File: config.mk
export PLATFORM = sky130hd
export DESIGN_NAME = uart_tx_fifo
export DESIGN_NICKNAME = d
export VERILOG_FILES = /design/src/rtl/uart_tx_fifo.sv
export SDC_FILE = /design/constraint.sdc
export NUM_CORES = 1
export LEC_CHECK = 0
export ABC_AREA = 1
export ABC_CLOCK_PERIOD_IN_PS = 2800
export CORE_MARGIN = 2
export CORE_UTILIZATION = 60
export CTS_CLUSTER_DIAMETER = 50
export CTS_CLUSTER_SIZE = 40
export DETAILED_ROUTE_END_ITERATION = 10
export GPL_ROUTABILITY_DRIVEN = 0
export HOLD_SLACK_MARGIN = 0.02
export PLACE_DENSITY_LB_ADDON = 0.25
export SLEW_MARGIN = 20
export SYNTH_ARGS = -nofsm -noshare
export SYNTH_HDL_FRONTEND = slang
export SYNTH_SLANG_ARGS = --single-unit
export TNS_END_PERCENT = 100
File: constraint.sdc
create_clock -name clk -period 2.8 [get_ports clk]
set_input_delay 0.56 -clock clk [delete_from_list [all_inputs] [get_ports clk]]
set_output_delay 0.56 -clock clk [all_outputs]
set_load 0.05 [all_outputs]
File: src/rtl/uart_tx_fifo.sv
// Transmit byte FIFO feeding uart_fd: buffers host writes and launches them one at a
// time with a tx_start pulse, using tx_busy as the return handshake.
module uart_tx_fifo #(
  parameter int DEPTH        = 16,
  parameter int DATA_W       = 8,
  parameter int BUSY_TIMEOUT = 4
) (
  input  logic                     clk,
  input  logic                     rst_,
  input  logic                     wr_en,
  input  logic [DATA_W-1:0]        wr_data,
  output logic                     full,
  output logic                     empty,
  output logic [$clog2(DEPTH):0]   count,
  output logic                     overflow,
  output logic                     tx_idle,
  input  logic                     tx_busy,
  output logic                     tx_start,
  output logic [DATA_W-1:0]        tx_data
);
  localparam int AW = $clog2(DEPTH);
  localparam int TW = (BUSY_TIMEOUT > 1) ? $clog2(BUSY_TIMEOUT) : 1;
  localparam logic [TW-1:0] T_LAST   = TW'(BUSY_TIMEOUT - 1);
  localparam logic [AW:0]   FULL_CNT = (AW+1)'(DEPTH);

  typedef enum logic [1:0] {IDLE, LAUNCH, WAIT_BUSY, WAIT_DONE} state_t;

  state_t            state;
  logic [DATA_W-1:0] mem [DEPTH];
  logic [AW-1:0]     wr_ptr, rd_ptr;
  logic [TW-1:0]     timer;
  logic              push, pop;
  logic [AW:0]       count_nxt;

  // A write while full is dropped regardless of a same-cycle pop.
  always_comb begin
    push      = wr_en && !full;
    pop       = (state == IDLE) && !empty && !tx_busy;
    count_nxt = count + {{AW{1'b0}}, push} - {{AW{1'b0}}, pop};
  end

  always_ff @(posedge clk) begin
    if (!rst_ && push) mem[wr_ptr] <= wr_data;
  end

  always_ff @(posedge clk) begin
    if (rst_) begin
      wr_ptr   <= '0;
      rd_ptr   <= '0;
      count    <= '0;
      full     <= 1'b0;
      empty    <= 1'b1;
      overflow <= 1'b0;
    end else begin
      if (push) wr_ptr <= wr_ptr + 1'b1;
      if (pop)  rd_ptr <= rd_ptr + 1'b1;
      count    <= count_nxt;
      full     <= (count_nxt == FULL_CNT);
      empty    <= (count_nxt == '0);
      overflow <= wr_en && full;
    end
  end

  // tx_idle is computed from next-state values so it lines up with empty and state.
  always_ff @(posedge clk) begin
    if (rst_) begin
      state    <= IDLE;
      tx_start <= 1'b0;
      tx_data  <= '0;
      tx_idle  <= 1'b1;
      timer    <= '0;
    end else begin
      tx_start <= 1'b0;
      tx_idle  <= 1'b0;
      case (state)
        IDLE: begin
          if (pop) begin
            tx_data  <= mem[rd_ptr];
            tx_start <= 1'b1;
            state    <= LAUNCH;
          end else begin
            tx_idle  <= (count_nxt == '0);
          end
        end
        LAUNCH: begin
          timer <= '0;
          state <= WAIT_BUSY;
        end
        WAIT_BUSY: begin
          // A missing busy response consumes the byte; it is not retried.
          if (tx_busy) begin
            state <= WAIT_DONE;
          end else if (timer == T_LAST) begin
            state   <= IDLE;
            tx_idle <= (count_nxt == '0);
          end else begin
            timer <= timer + 1'b1;
          end
        end
        WAIT_DONE: begin
          if (!tx_busy) begin
            state   <= IDLE;
            tx_idle <= (count_nxt == '0);
          end
        end
        default: state <= IDLE;
      endcase
    end
  end
endmodule

# Word level (Yosys, flattened, before mapping)
# Memories as Yosys holds them, arrays and structs flattened. A register that Yosys moved wholly into a read port is not among the register bits.
# Cells that the tools add are included.
[classes]
eq_ne = 10
reduce_logical = 16
n_addsub = 5
n_mux = 16
bitwise = 1
[ops]
columns = ["op", "count"]
rows = [
  ["two-way mux 2 bit", 6],
  ["adder 4 x 1 -> 4 bit (second input constant)", 2],
  ["inequality test 2 bit (second input constant)", 4],
  ["case mux 2 bit (4 select lines)", 1],
  ["two-way mux 1 bit", 7],
  ["== test 2 bit (second input constant)", 3],
  ["AND reduction 3 bit", 2],
  ["adder 5 x 1 -> 5 bit", 1],
  ["== test 5 bit (second input constant)", 1],
  ["logical AND 1 bit", 5],
  ["logical NOT 5 bit", 1],
  ["subtractor 5 x 1 -> 5 bit", 1],
  ["logical NOT 1 bit", 4],
  ["case mux 2 bit (2 select lines)", 1],
  ["inequality test 3 bit (second input constant)", 1],
  ["case mux 1 bit (3 select lines)", 1],
  ["adder 2 x 1 -> 2 bit (second input constant)", 1],
  ["== test 2 x 1 -> 1 bit (second input constant)", 1],
  ["logical NOT 2 bit", 1],
  ["AND reduction 2 bit", 1],
  ["nonzero test 2 bit", 1],
  ["OR reduction 2 bit", 1],
  ["inverter 1 bit", 1],
]
[totals]
out_inout_bits = 18
memories = 1
wordCells = 59
ramBits = 128
input_bits = 12
regBits = 22
[mem_list]
columns = ["name", "depth", "word_bits", "read_ports", "rd_ports_with_merged_regs", "wr", "line_no", "rtl"]
rows = [
  ["mem", 16, 8, 1, 1, 1, "29", "logic [DATA_W-1:0] mem [DEPTH];"],
]

# Logic depth before layout (Yosys ltp)
# Gate-level depths: netlist of run 1.
[logic_depth]
ltp_word = 8
ltp_mapped = 14

# Worst setup path after synthesis of run 1
# Ideal clock, no wire load.
[synth_path]
path_kind = "register -> register"
startpoint = "register empty"
endpoint = "register empty"
arrival_ns = 2.496
required_ns = 2.730
setup_ns = 0.070
stages_incl_launch_ff = 15
path_slack_ns = 0.234
path_cell_list = "dfxtp_1 -> nor2_1 -> nand2_2 -> inv_2 -> buf_2 -> ha_1 -> inv_1 -> ha_1 -> fa_1 -> nand3_1 -> nand2_1 -> or2_1 -> nand3_1 -> inv_2 -> a21oi_1"
[synth_between]
elab_chain_cells = 5
[synth_rtl]
columns = ["element", "line_no", "rtl"]
rows = [
  ["start: declaration", "13", "output logic empty,"],
  ["start signal: assignment", "59", "empty <= (count_nxt == '0);"],
  ["logical NOT 1 bit", "38", "pop = (state == IDLE) && !empty && !tx_busy;"],
  ["logical AND 1 bit (2 in a row)", "38", ""],
  ["via pop", "32", "logic push, pop;"],
  ["subtractor 5 x 1 -> 5 bit", "39", "count_nxt = count + {{AW{1'b0}}, push} - {{AW{1'b0}}, pop};"],
  ["logical NOT 5 bit", "59", ""],
]
# The timed path passes the listed nets, and every way through them passes these cells.
# A chain may end at the register's enable or synchronous reset.

# Final worst setup path of run 1
[layout_path]
startpoint = "input port wr_en"
endpoint = "register empty"
[layout_between]
elab_chain_cells = 4
[layout_rtl]
columns = ["element", "line_no", "rtl"]
rows = [
  ["start: declaration", "10", "input logic wr_en,"],
  ["logical AND 1 bit", "37", "push = wr_en && !full;"],
  ["adder 5 x 1 -> 5 bit", "39", ""],
  ["subtractor 5 x 1 -> 5 bit", "39", ""],
  ["logical NOT 5 bit", "59", ""],
]
# Every way passes these cells.

==> results of run 1 <==
synthesized netlist by cell type (2+ instances only):
| master | number | area share |
|---|---|---|
| clkinv_2 | 11 | 0.0080 |
| inv_2 | 42 | 0.023 |
| nand2_1 | 219 | 0.12 |
| clkbuf_1 | 6 | 0.0033 |
| dfxtp_1 | 30 | 0.088 |
| o21ai_1 | 5 | 0.0037 |
| nor3_1 | 4 | 0.0029 |
| edfxtp_1 | 128 | 0.56 |
| ha_1 | 11 | 0.020 |
| xor2_1 | 2 | 0.0026 |
| nand3_1 | 98 | 0.072 |
| buf_6 | 4 | 0.0066 |
| or2_1 | 2 | 0.0018 |
| xnor2_1 | 2 | 0.0026 |
| a21oi_1 | 10 | 0.0073 |
| inv_1 | 43 | 0.024 |
| buf_4 | 8 | 0.0088 |
| nor2_1 | 49 | 0.027 |
| buf_2 | 11 | 0.0080 |
registers in the layout, summed over array words and instances, names as in the netlist, 2 cells and up:
name	flops
timer	2
mem	128
state	2
count	5
rd_ptr	4
wr_ptr	4
tx_data	8
power by group through the flow:
stage | clock network, mW | logic, mW | registers, mW
global placement | 0 | 2.10 | 2.85
detailed placement | 0 | 2.16 | 2.86
floorplan | 0 | 1.28 | 3.15
finish | 2.37 | 2.19 | 2.82
global route | 2.50 | 2.41 | 2.84
CTS | 2.38 | 2.18 | 2.82
worst min path at each step:
stage | startpoint | end | slack [ps] | cells after the start
after floorplan | timer[0] | timer[0] | 440 | 1
after global placement | timer[1] | timer[1] | 450 | 2
after detailed placement | timer[0] | timer[0] | 460 | 1
after CTS | timer[0] | timer[0] | 480 | 1
after global routing | timer[0] | timer[0] | 490 | 1
final | timer[0] | timer[0] | 480 | 1
metrics by stage:
stage | instances | setup TNS (ps) | utilization
final | 888 | 0 | 0.722
after global routing | 888 | 0 | 0.722
after CTS | 888 | 0 | 0.722
after detailed placement | 856 | -140 | 0.667
after global placement | 856 | -0.879 | 0.667
after floorplan | 692 | 0 | -
cell type report:
class / instances / area [sq um]
well taps: 140 / 175
multi-input cells: 408 / 1840
clock inverters: 12 / 168
fillers: 785 / 3060
inverters: 96 / 374
clock buffers: 20 / 437
flip-flops and latches: 158 / 4450
repair buffers: 54 / 490
metal layers:
layer | track usage | routed length (microns) | vias to the layer above
met1 | 0.337 | 6270 | 2255
met3 | 0.0514 | 856 | 34
met5 | 0 | 0 | -
met4 | 0.112 | 377 | 0
li1 | - | - | 2322
met2 | 0.432 | 7520 | 169
worst register-to-register path: stages, from the launching register on:
cell and delay, ps:
dfxtp_1 370, nor2_2 80, nand2_2 70, inv_2 40, ha_1 280, inv_1 50, ha_1 200, fa_1 410
xor2_1 190, nor3_1 250, nand2_1 120, a21oi_1 170
kinds of logic after synthesis:
group | Yosys count | synth area share
simple gates | 376 | 0.228
xor+xnor | 4 | 0.00512
fa+ha+maj | 12 | 0.0230
buf+inv | 126 | 0.0819
compound gates | 16 | 0.0123
flops | 158 | 0.650
==> flow_summary.yaml, run 1 <==
place:
  place_area_sq_mm: 0.00732
  port_buffers: 29
  pre_cts_slack_ps: -83.9
  hpwl_microns: 9370
power:
  switching_power_mw: 2.50
  netSwitchingFraction: 0.339
  pwr_density_cell_mw_per_mm2: 931
  combPwrFrac: 0.297
  power_mw: 7.38
  seqPwrFrac: 0.382
  pwr-share-clk: 0.321
  leakage_nw: 3.30
  ir_drop_mv: 0.960
  p_int_mw: 4.88
grt:
  grt_pass1_wl_microns: 24600
  grt_max_degree: 67
  antenna_found_initial: 0
  grt_pass1_vias: 4858
  grtUsageTotal: 0.261
  overflow: 0
critical_path:
  crit_cells: 12
  criticalPathCategory: "input port to flip-flop"
  path_buf_inv: 4
  timing.rr.start: "state[0]"
  r2r_slack_ps: 490
  worstRegToRegCells: 11
  max_stage_delay_ps: 500
  crit_path_end: "empty"
  startpoint_type: "input port"
  critPathCaptureType: "flip-flop"
  path_cells: "clkdlybuf4s50_1 -> inv_2 -> nor2_4 -> inv_2 -> ha_1 -> inv_1 -> ha_1 -> fa_1 -> xor2_1 -> nor3_1 -> nand2_1 -> a21oi_1"
  path_delay_family: "adder cells"
  startpoint: "wr_en"
  arrival_ps: 2910
  rr_endpoint: "empty"
  cp_max_fo: 2
  cp.required_ps: 3140
  cp_slowest_cell: "clkdlybuf4s50_1"
run_status:
  outcome: "complete, no violations"
detailed_routing:
  via_per_inst: 5.38
  drc: 0
  drt_iter0_drc: 562
  firstDrtPassIters: 5
  num_vias: 4780
  antenna_left: 0
  totalWireLength_microns: 15000
  routedWlPerCell_microns: 16.9
sta:
  layout_min_cycle_time_ps: 2570
  timing.final.max_slew_violations: 0
  period_share: 0.917
  fmax_mhz: 389
  finalSetupViolCount: 0
  tightest_slew_ps: 814
  slew_headroom: 0.455
  holdWs_ps: 482
  setup_ws_ps: 232
  hold_viol: 0
  skew_ps: 11.4
  rsz0062_at_grt: "false"
min_path:
  hp-class: "flip-flop to flip-flop"
synthesis:
  async_reset_ff_frac: 0
  synth_edf_count: 128
  synth_fp_nets: 716
  yosys_warnings: 0
  synth-main-ff-cell: "edfxtp_1"
  syn_area_sq_mm: 0.00684
  synth.yosys.seq_area_share: 0.650
  synth_cell_type_count: 26
  ys_seq_elements: 158
  netlist_instances: 692
  syn_area_per_cell_sq_um: 9.88
clock_tree:
  clk_latency_ps: 430
  postCtsHoldBufs: 0
  cts_resized: 0
  numCtsBuffers: 17
  cts_buffer_depth: 2
  clock-root-buffer: "clkbuf_16"
  htree_num_levels: 4
  clock-sinks: 158
  clk_pin_slew_ps: 60
  cts_setup_buffers: 0
  cts_tree: "built"
die:
  die_h_microns: 111
  die_area_sq_mm: 0.0123
  fp-row-count: 38
  initial_utilization: 0.623
  core_area_sq_mm: 0.0110
  pin_count: 30
  die_w_microns: 111
cells_and_area:
  stdcell_area_sq_mm: 0.00793
  layout_commonest_cell: "nand2_1"
  nNetsFinal: 759
  layout-drive-gt1-share: 0.147
  diodes: 0
  layout_common_cells: "nand2_1, edfxtp_1, nand3_1"
  synthToLayoutAreaGrowth_pct: 15.9
flow_run:
  drv_cap: 0
Note: power is estimated with default switching activity, not from simulation.
==> run 2: changes to the inputs <==
- CORE_ASPECT_RATIO: not set -> 1.75
- CORE_UTILIZATION: 60 -> 45
==> run 2 against run 1 <==
Against the previous run: first-iteration DRC count decreased by 50%; cell count rose by 5.1%; total power is 1.8% lower; sequential share of layout area decreased by 0.40 points; largest cell class unchanged; largest power group unchanged.
==> flow_summary.yaml, run 2 (synthesized netlist as in run 1, its figures left out) <==
critical_path:
  critPathCaptureType: "flip-flop"
  path_cells: "clkdlybuf4s50_1 -> inv_2 -> nor2_4 -> inv_2 -> ha_1 -> inv_1 -> ha_1 -> fa_1 -> xor2_1 -> nor3_1 -> nand2_1 -> a21oi_1"
  max_stage_delay_ps: 490
  startpoint_type: "input port"
  arrival_ps: 2850
  cp.required_ps: 3150
  cp_max_fo: 2
  path_buf_inv: 4
  cp_slowest_cell: "clkdlybuf4s50_1"
  path_delay_family: "adder cells"
  r2r_slack_ps: 540
  criticalPathCategory: "input port to flip-flop"
sta:
  skew_ps: 11.5
  timing.final.max_slew_violations: 0
  finalSetupViolCount: 0
  rsz0062_at_grt: "false"
  hold_viol: 0
  layout_min_cycle_time_ps: 2500
  slew_headroom: 0.499
  tightest_slew_ps: 751
  setup_ws_ps: 300
  fmax_mhz: 400
  period_share: 0.893
die:
  initial_utilization: 0.461
  die_area_sq_mm: 0.0162
  fp-row-count: 59
  die_h_microns: 167
  die_w_microns: 97.2
  pin_count: 30
  core_area_sq_mm: 0.0148
min_path:
  hp-class: "flip-flop to flip-flop"
clock_tree:
  clock-root-buffer: "clkbuf_16"
  cts_setup_buffers: 0
  htree_num_levels: 4
  clk_pin_slew_ps: 70
  numCtsBuffers: 17
  clk_latency_ps: 420
  cts_buffer_depth: 2
  postCtsHoldBufs: 0
  cts_resized: 0
  cts_tree: "built"
  clock-sinks: 158
detailed_routing:
  drt_iter0_drc: 282
  antenna_left: 0
  via_per_inst: 5.11
  routedWlPerCell_microns: 16.6
  firstDrtPassIters: 5
  totalWireLength_microns: 15500
  drc: 0
  num_vias: 4771
cells_and_area:
  layout-drive-gt1-share: 0.152
  nNetsFinal: 761
  final_cells: 933
  layout_commonest_cell: "nand2_1"
  regMostFlops: "mem"
  synthToLayoutAreaGrowth_pct: 16.7
  largest_reg_flops: 128
  reg_top3: "mem (128), tx_data (8), count (5)"
  diodes: 0
  layout_common_cells: "nand2_1, edfxtp_1, nand3_1"
  final_util: 0.538
power:
  leakage_nw: 3.32
  ir_drop_mv: 0.783
  pwr_density_cell_mw_per_mm2: 908
grt:
  grt_pass1_vias: 4732
  antenna_found_initial: 0
  grtUsageTotal: 0.197
  overflow: 0
  grt_max_degree: 67
  grt_pass1_wl_microns: 24600
flow_run:
  drv_cap: 0
place:
  pre_cts_slack_ps: -120
  hpwl_microns: 10500
  port_buffers: 29
  dpl.cell_count: 901
run_status:
  outcome: "complete, no violations"
## run 2: changes by cell type in the layout (fill, tap and decap cells not counted), sizes merged
cell,delta
clkinv,-3
bufinv,-3
clkinvlp,-2
buf,+2
clkbuf,+2
inv,+6
## run 2: power by group
group | switching (mW) | leakage [nW] | internal [mW]
registers | 0.0997 | 1.40 | 2.70
logic | 1.46 | 1.62 | 0.688
clock network | 0.927 | 0.297 | 1.37
## run 2: path summary, 6_finish.rpt
kind / start / end / depth (start not counted)
worst max-delay path: wr_en / empty / 12
worst min register to register: timer[0] / timer[0] / 1
worst max register to register: state[1] / empty / 10
worst min-delay path: timer[0] / timer[0] / 1
## run 2: layout make-up
type | instances | area, sq um
fill | 1275 | 6860
sequential | 158 | 4450
clock buffer | 22 | 497
tap | 183 | 229
multi-input combinational | 408 | 1840
timing repair buffer | 56 | 505
inverter | 96 | 374
clock inverter | 10 | 95.1
## run 2: worst reg2reg max path, stage by stage, from the launching register on
cell,delay [ps]
dfxtp_1,330
nor2_2,210
nand2_2,90
inv_2,80
ha_1,220
inv_1,60
ha_1,180
fa_1,460
nor3_1,310
nand2_1,120
a21oi_1,130
## run 2: stage by stage
stage | hold WS (ps) | total power [mW] | instance area, sq um | TNS [ps]
2_1_floorplan | 439 | 4.42 | 6840 | 0
3_3_place_gp | 454 | 4.95 | 7390 | -65.0
3_5_place_dp | 469 | 5.01 | 7390 | -234
4_1_cts | 478 | 7.30 | 7980 | 0
5_1_grt | 494 | 7.62 | 7980 | 0
6_report | 473 | 7.25 | 7980 | 0
## run 2: layer usage
| metal | up-vias | global-route usage | routed length [microns] |
|---|---|---|---|
| met5 | - | 0 | 0 |
| met4 | 0 | 0.110 | 655 |
| met3 | 38 | 0.0396 | 608 |
| met2 | 120 | 0.356 | 8260 |
| met1 | 2289 | 0.213 | 5990 |
| li1 | 2324 | - | - |
